<file path="config.mk">
export PLATFORM = sky130hd
export DESIGN_NAME = mssd_controller
export DESIGN_NICKNAME = d
export VERILOG_FILES = /design/src/rtl/mssd_controller.sv
export SDC_FILE = /design/constraint.sdc
export NUM_CORES = 1
export LEC_CHECK = 0
export CORE_MARGIN = 2
export CORE_UTILIZATION = 36
export CTS_CLUSTER_DIAMETER = 60
export CTS_CLUSTER_SIZE = 16
export DETAILED_ROUTE_END_ITERATION = 12
export GPL_TIMING_DRIVEN = 0
export HOLD_SLACK_MARGIN = 0.15
export PLACE_DENSITY = 0.71
export SLEW_MARGIN = 30
export SYNTH_ARGS = -nofsm -noshare
export SYNTH_HDL_FRONTEND = slang
export SYNTH_SLANG_ARGS = --single-unit
</file>
<file path="constraint.sdc">
create_clock -name Clk -period 1.4 [get_ports Clk]
set_clock_uncertainty 0.2 [all_clocks]
set_input_delay 0.14 -clock Clk [delete_from_list [all_inputs] [get_ports Clk]]
set_output_delay 0.14 -clock Clk [all_outputs]
set_load 0.01 [all_outputs]
</file>
<file path="src/rtl/mssd_controller.sv">
// Serial demux frame controller: sequences port, length and payload phases of a frame.
// Optional MSSD_CTRL_ZERO_SKIP_EN adds lenZero so zero-length frames skip the payload phase.
module mssd_controller #(
  parameter int FRAME_CNT_W = 8
) (
  input  logic                   Clk,
  input  logic                   reset,
  input  logic                   serIn,
  input  logic                   abort,
  input  logic                   onecountCo,
  input  logic                   TwocountCo,
  input  logic                   downcountCo,
`ifdef MSSD_CTRL_ZERO_SKIP_EN
  input  logic                   lenZero,
`endif
  output logic                   onecountEn,
  output logic                   tworegEn,
  output logic                   twocountEn,
  output logic                   fourregEn,
  output logic                   downcountEn,
  output logic                   outEn,
  output logic                   busy,
  output logic                   done,
  output logic [FRAME_CNT_W-1:0] frameCount
);

  typedef enum logic [2:0] {
    IDLE = 3'd0,
    PORT = 3'd1,
    NUM  = 3'd2,
    XMIT = 3'd3,
    DONE = 3'd4
  } state_t;

  state_t state, state_next;

  always_ff @(posedge Clk or negedge reset) begin
    if (!reset) begin
      state <= IDLE;
    end else begin
      state <= state_next;
    end
  end

  // The counter advances on the edge that leaves DONE, so it always counts finished frames.
  always_ff @(posedge Clk or negedge reset) begin
    if (!reset) begin
      frameCount <= '0;
    end else if (state == DONE) begin
      frameCount <= frameCount + FRAME_CNT_W'(1);
    end
  end

  always_comb begin
    state_next = state;
    case (state)
      IDLE: begin
        if (!serIn && !abort) begin
          state_next = PORT;
        end
      end
      PORT: begin
        if (abort) begin
          state_next = IDLE;
        end else if (onecountCo) begin
          state_next = NUM;
        end
      end
      NUM: begin
        if (abort) begin
          state_next = IDLE;
        end else if (TwocountCo) begin
`ifdef MSSD_CTRL_ZERO_SKIP_EN
          state_next = lenZero ? DONE : XMIT;
`else
          state_next = XMIT;
`endif
        end
      end
      XMIT: begin
        if (abort) begin
          state_next = IDLE;
        end else if (downcountCo) begin
          state_next = DONE;
        end
      end
      DONE: begin
        state_next = IDLE;
      end
      default: begin
        state_next = IDLE;
      end
    endcase
  end

  // Moore decode: outputs depend only on the registered state.
  always_comb begin
    onecountEn  = 1'b0;
    tworegEn    = 1'b0;
    twocountEn  = 1'b0;
    fourregEn   = 1'b0;
    downcountEn = 1'b0;
    outEn       = 1'b0;
    done        = 1'b0;
    busy        = (state != IDLE);
    case (state)
      PORT: begin
        onecountEn = 1'b1;
        tworegEn   = 1'b1;
      end
      NUM: begin
        twocountEn = 1'b1;
        fourregEn  = 1'b1;
      end
      XMIT: begin
        downcountEn = 1'b1;
        outEn       = 1'b1;
      end
      DONE: begin
        done = 1'b1;
      end
      default: begin
      end
    endcase
  end

endmodule

</file>
==> run summary, run 1 <==
The checks that failed: setup timing. The synthesized netlist occupies a cell area of 558 um^2. Summed over all cells, the static leakage comes to 0.517 nW. Synthesis handed over a netlist of 48 instances. Derived from the worst setup path, the maximum achievable clock frequency is 0.624 GHz. The worst register-to-register path has a depth of 4.

Yosys attributes the largest share of cell area to dfrtp_1 (49%), xnor2_1 (9.4%), buf_4 (4.0%). After clock tree synthesis, the clock-pin slew on the worst setup and hold paths is 0.07 ns. The region available for standard cell placement spans 1470 um^2. The min-delay analysis places its worst path in the category in2async. The number of input and output port buffers inserted came out at 22.

The tools report the proportion of synthesized chip area in sequential cells as 0.493. The required time of the worst setup path came out at 1.06 ns. The run gives 3 as the number of buffers inserted during clock tree synthesis. The number of nets in the synthesized netlist is 56. The number of clock sinks seen by CTS is 11, and the arrival time of data at the critical path endpoint is 1.26 ns.

Walking the worst path, the cells encountered are buf_6, or3_4, buf_6. The peak supply drop came out at 0.695 mV. The area of the die was 1880 um^2; the transition at the pin with the smallest max-transition slack was 0.517 ns. Relative to the synthesized area, the layout overhead comes to 77.4%. For the final setup slack of the worst path, the log shows -0.203 ns. STA classifies the critical path endpoint as an output port. Excluding fillers, the count of instances in the completed layout stands at 102. The I/O pin total was 23. In this run the horizontal extent of the chip is 43.4 um. The final hold violation count is 0, and the overall routing resource usage is 0.157. The setup path with the least slack is of type reg2out. The warning count from the yosys run came out at 0.

The run gives 0.673 as the utilization of the core after routing. The run gives 86 as the number of placed instances with taps included. Cell family contributing the most delay on the critical path: flip-flops. The ratio of final minimum period to clock period came out at 1.14. For the sum of overflow across all layers after global routing, the log shows 0. Register-to-register path setup slack: -0.11 ns. Routability-driven placement finished with a final weighted congestion of 0.757. After legalization and detailed placement, the total HPWL measured 822 um. The xor-xnor portion of the synthesized cell area was 0.110. The total count of max-transition violations in the final report is 0, and the simple-gate share of the synthesized area is 0.244. After detailed routing, the total wire length is 1330 um.

Dividing the detail-routed via count by the number of cells gives 4.94. Setup violations remaining at the end of the flow were counted as 15. For the worst-skew pair, the clock arrives at the later sink with an insertion delay of 0.27 ns.

Number of DRC violations after detailed-routing iteration 0: 13. The most used flip-flop cell after synthesis is dfrtp_1. Synthesis-stage register bit count: 11. The compound-cell area share of the yosys netlist works out to 0.0516.

The endpoint identified for the worst register-to-register timing path is frameCount[1]$_DFFE_PN0P_. The library cell occupying the most area in the post-synthesis netlist is dfrtp_1. The routed layout has 504 vias. The most used cell along the critical path is buf_6. The commonest non-fill, non-tap cell in the layout is buf_6. The number of enable flip-flop cells after synthesis was 0.

The launch point of the worst reg-to-reg path was state[2]$_DFFE_PN0P_. In this run, distinct cell masters in the synthesized netlist total 25. The remaining number of nets flagged by the antenna check after routing was 0.

In this run the power density over the cells is 774 nW/um^2. The post-synthesis async set-or-reset flop share is 1.00, and the critical path depth is 3. The adder and majority gate portion of the synthesized area was 0.0224. A synthesized cell averages 11.6 um^2. The largest individual stage delay along the critical path comes from the cell dfrtp_1.

The run finished, with violations left. In this design, the stage delay of the slowest critical-path cell is 0.37 ns. At the end of the flow, the number of nets in the layout was 95. The count of inserted antenna diode cells was 0; the time the final worst path needs with I/O delays and setup was 1.60 ns. The headroom to the max-slew limit was 0.654. In this run the cell area measured after placement is 816 um^2. For this run, the detailed router's first-pass iteration total came to 4. The run gives 1 as the hold-fix buffer count after cts. Largest family of logic cells by synthesized area: simple AND/OR/NAND/NOR gates. The tools report the starting density of the core as 0.379. The critical path starts at state[1]$_DFFE_PN0P_. Setup repair after global routing could not meet its margin everywhere. Max-cap violations in this run came to 0. The DRC violation count after routing was 0; the finished layout cell area was 990 um^2.

The number of fill cells in the layout was 119. Counting along the longest clock path gives a buffer depth of 2. Share of final-layout standard cells stronger than drive strength 1: 0.500.

The area fraction of the dominant cell type after synthesis was 0.493; the worst-case setup slack after placement was -0.487 ns. For the number of antenna violations at the first check in global routing, the log shows 0. Buffer cell driving the clock tree root: clkbuf_4. In the layout the commonest cells are buf_6 (14), dfrtp_1 (9), buf_4 (8), dlygate4sd2_1 (8), xnor2_1 (6). The run gives 1 as the number of H-tree branching levels. STA classifies the critical path startpoint as a flop. The standard-cell row count is 14, and the via count of the first global-routing pass is 497.

The first global-routing pass estimated 2170 um of wire. TritonCTS built the clock tree. The number of buffer and inverter instances along the worst setup path is 2, and the overall power of the completed layout is 0.766 mW.

The chip height was 43.4 um; the mux contribution to synthesized area was 0.0202. The pin count of the biggest net entering global routing was 12; the critical-path maximum fanout was 6. After detailed routing, the average wire length per cell comes to 13.0 um.
==> layout make-up <==
cell class	instances	area [um^2]	area share
sequential	11	278	0.281
buffer	5	48.8	0.0493
clock buffer	3	22.5	0.0228
tap	16	20.0	0.0202
multi-input combinational	32	302	0.305
clock inverter	1	5.00	0.00506
timing repair buffer	34	314	0.317
==> synth_stat cells, types with 2 or more instances <==
cell type / instances
nand2_1: 2
nand3_1: 3
nor3b_1: 2
buf_2: 2
nand4_1: 2
buf_4: 3
dfrtp_1: 11
xnor2_1: 6
==> sequential cells by signal (all words and copies together) (netlist names) <==
signal      flops
state           3
frameCount      8
==> routing by layer <==
layer,routed length [um],up-vias,global-route usage
met4,12,0,0.0485
met1,603,244,0.207
met3,42,2,0.0542
met2,672,11,0.245
met5,0,-,0
li1,-,247,-
==> metrics by stage <==
stage                     hold slack [ns]  setup TNS [ns]
after global placement              0.252           -3.35
after detailed placement            0.258           -3.58
after floorplan                    -0.356          -0.617
final                              0.0770           -1.48
after CTS                           0.264           -2.08
after global routing                0.125           -2.37
==> logic make-up after synthesis <==
group | Yosys count
multiplexers | 1
flip-flops | 11
AO/OA/AOI/OAI | 4
AND/OR/NAND/NOR | 19
XOR/XNOR | 7
buffers and inverters | 5
adder cells (fa/ha/maj) | 1
==> worst max-delay path by stage <==
stage                                 to
2_1_floorplan  frameCount[1]$_DFFE_PN0P_
3_3_place_gp                        done
3_5_place_dp                        done
4_1_cts                             busy
5_1_grt                       twocountEn
6_report                            busy
==> what timing repair did <==
item / 4_1_cts / 5_1_grt
setup buffers: 11 / 2
endpoints found under the hold margin: 11 / 11
setup endpoints to repair: 23 / 28
pin swaps: 11 / 6
gates resized for setup: 53 / 12
==> power by group <==
| group | switching (mW) | internal [mW] |
|---|---|---|
| registers | 0.00832 | 0.334 |
| clock network | 0.108 | 0.106 |
| logic | 0.0864 | 0.124 |
| total | 0.203 | 0.563 |
Power figures use the tool's default switching activity.
==> run 2: changes to the inputs <==
Settings changed: CORE_UTILIZATION 36 to 30, PLACE_DENSITY 0.71 to 0.61.
==> run 2 against run 1 <==
  * The flow still finishes with violations (setup timing)
  * Via count down 2.4%
  * Fmax up 1.3%
  * Design area down 2.8%
  * Global-route usage down 2.2 points
  * Routed wire length down 2.6%
  * First-iteration DRC count down 69%
==> run summary, run 2 (synthesis results as in run 1) <==
The finished cells cover 962 um^2. Setup repair after global routing could not meet its margin everywhere. The worst-case IR drop observed on VDD is 0.432 mV. The largest registers in the layout are frameCount x8, state x3. In this run the register-to-register setup slack is -0.18 ns.

The pin count of the biggest net entering global routing is 12, and the clock transition time at the flip-flop clock pins of the worst setup and hold paths is 0.07 ns. The final reports fail on setup timing. The via count of the first global-routing pass is 483, and the number of antenna violations at the first check in global routing is 0. Derived from the worst setup path, the maximum achievable clock frequency is 0.632 GHz.

In this run the remaining antenna-violating nets after routing total 0. frameCount holds more flip-flops than any other register. After detailed routing, the number of vias per cell comes to 4.56. After the flow finishes, the layout carries non-filler instances totaling 108. The die is 47.1 um wide.

The run gives 3 as the first-pass detailed-route iteration total. The share of final-layout standard cells stronger than drive strength 1 is 0.470, and the headroom to the max-slew limit is 0.661. TritonCTS built the clock tree. For the required time of the worst setup path, the log shows 1.36 ns.

The overall routing resource usage came out at 0.135. The flow ran to the end, but the final reports show violations. The number of placed instances with taps included was 95; the area of the die was 2220 um^2. For the final weighted congestion of routability-driven global placement, the log shows 0.707. The buffer cell driving the clock tree root was clkbuf_4. For the worst setup path, the data arrival time is 1.54 ns. The logs give 1 for the hold-fix buffer count after cts and 827 um^2 for the total cell area at the placement stage. Across all hold checks on the routed design, the worst slack comes to 0.0763 ns.

After detailed routing, the number of remaining DRC violations is 0. Counting I/O delays and the setup requirement, the final critical path takes 1.58 ns. The estimated wirelength of the detail-placed design was 837 um; the reported max-cap violation count was 0. The clock passes through at most 2 buffers. The average routed wire per standard cell is 12.0 um.

Setup violations remaining at the end of the flow were counted as 16. The final net count was 92; the total core area was 1750 um^2. The final hold violation count came out at 0.

The ratio of final minimum period to clock period was 1.13; the overall power of the completed layout was 0.749 mW. The worst-case setup slack after placement was -0.501 ns; the standard-cell row count was 15. The run gives 2080 um as the first-pass GRT wire length. The later pin in the worst-skew pair is clocked with a latency of 0.27 ns. The chip height works out to 47.1 um. The run gives 0.476 nW as the leakage power. The number of H-tree branching levels is 1, and the number of input and output port buffers inserted is 22. STA classifies the critical path startpoint as a flop. STA classifies the critical path endpoint as a flop. The tools report the accumulated negative setup slack as -1.87 ns. The run gives 0 as the sum of overflow across all layers after global routing. The run gives 0 as the total count of max-transition violations in the final report. Compared with the post-synthesis result, the final layout area differs by 72.4%. The first routing iteration left 4 violations.

The utilization of the core after routing is 0.551, and the total vias in the final route is 492. The path class of the tightest hold or removal check is in2async. For this design the ratio of total power to cell area is 778 nW/um^2.

The commonest non-fill, non-tap cell in the layout is buf_6. Counting the buffers created by CTS gives 3. The number of flip-flops in the largest register was 8.

The run gives 23 as the I/O pin total. Summed over all layers, the routed wires come to 1300 um. Critical-path maximum fanout: 8. The top cell types in the final layout, fill and taps aside, are buf_6 (11), buf_4 (8), dfrtp_1 (8), dlygate4sd2_1 (8), xnor2_1 (6). The transition at the pin with the smallest max-transition slack works out to 0.506 ns.

In the final layout, the multi-input gates occupy 297 um^2. Type of the worst setup path: reg2reg. The final setup slack of the worst path came out at -0.183 ns. The starting density of the core was 0.320; the sequential standard cell area was 279 um^2. The repair_antennas step left the layout with diodes totalling 0. The clock net in this run drives a total of 11 sinks. The filler cells instantiated in the layout total 165.
==> run 2: area by class of cell <==
class,instances,share of cell area
Clock buffer,4,0.0273
Buffer,3,0.0273
Tap cell,25,0.0325
Timing Repair Buffer,33,0.315
Sequential cell,11,0.290
Multi-Input combinational cell,32,0.308
==> run 2: power breakdown <==
group          switching [mW]  internal, mW
Combinational          0.0706         0.109
Sequential             0.0222         0.335
Clock                   0.101         0.110
Total                   0.194         0.555
==> run 2: repair_timing <==
item / in CTS / in global routing
pin swaps: 10 / 6
setup buffers: 11 / 0
endpoints found under the hold margin: 11 / 11
gates cloned: 0 / 0
gates resized for setup: 57 / 6
setup endpoints to repair: 23 / 18
==> run 2: path summary, 6_finish.rpt <==
| path | startpoint | cells after the start | end |
|---|---|---|---|
| setup reg to reg | state[0]$_DFFE_PN0P_ | 4 | frameCount[1]$_DFFE_PN0P_ |
| setup / recovery | state[0]$_DFFE_PN0P_ | 4 | frameCount[1]$_DFFE_PN0P_ |
| max in group asynchronous | reset | 1 | state[0]$_DFFE_PN0P_ |
| hold reg to reg | frameCount[7]$_DFFE_PN0P_ | 1 | frameCount[7]$_DFFE_PN0P_ |
| hold / removal | reset | 1 | frameCount[3]$_DFFE_PN0P_ |
| min in group Clk | frameCount[7]$_DFFE_PN0P_ | 1 | frameCount[7]$_DFFE_PN0P_ |
==> run 2: critical path, cell delays in order (launching register included) <==
cell	delay [ns]
dfrtp_2	0.45
buf_6	0.14
nor3b_4	0.21
buf_6	0.17
mux2_4	0.30
==> run 2: per-layer routing <==
layer	up-vias	routed length, um	GRT usage
met2	7	640	0.197
met4	0	0	0.0444
met1	247	617	0.184
li1	238	-	-
met3	0	37	0.0500
met5	-	0	0
==> run 3: changes to the inputs <==
Settings changed: GPL_ROUTABILITY_DRIVEN set to 0.
==> results of run 3 <==
Final layout, timing and power as in run 2 (identical DEF).
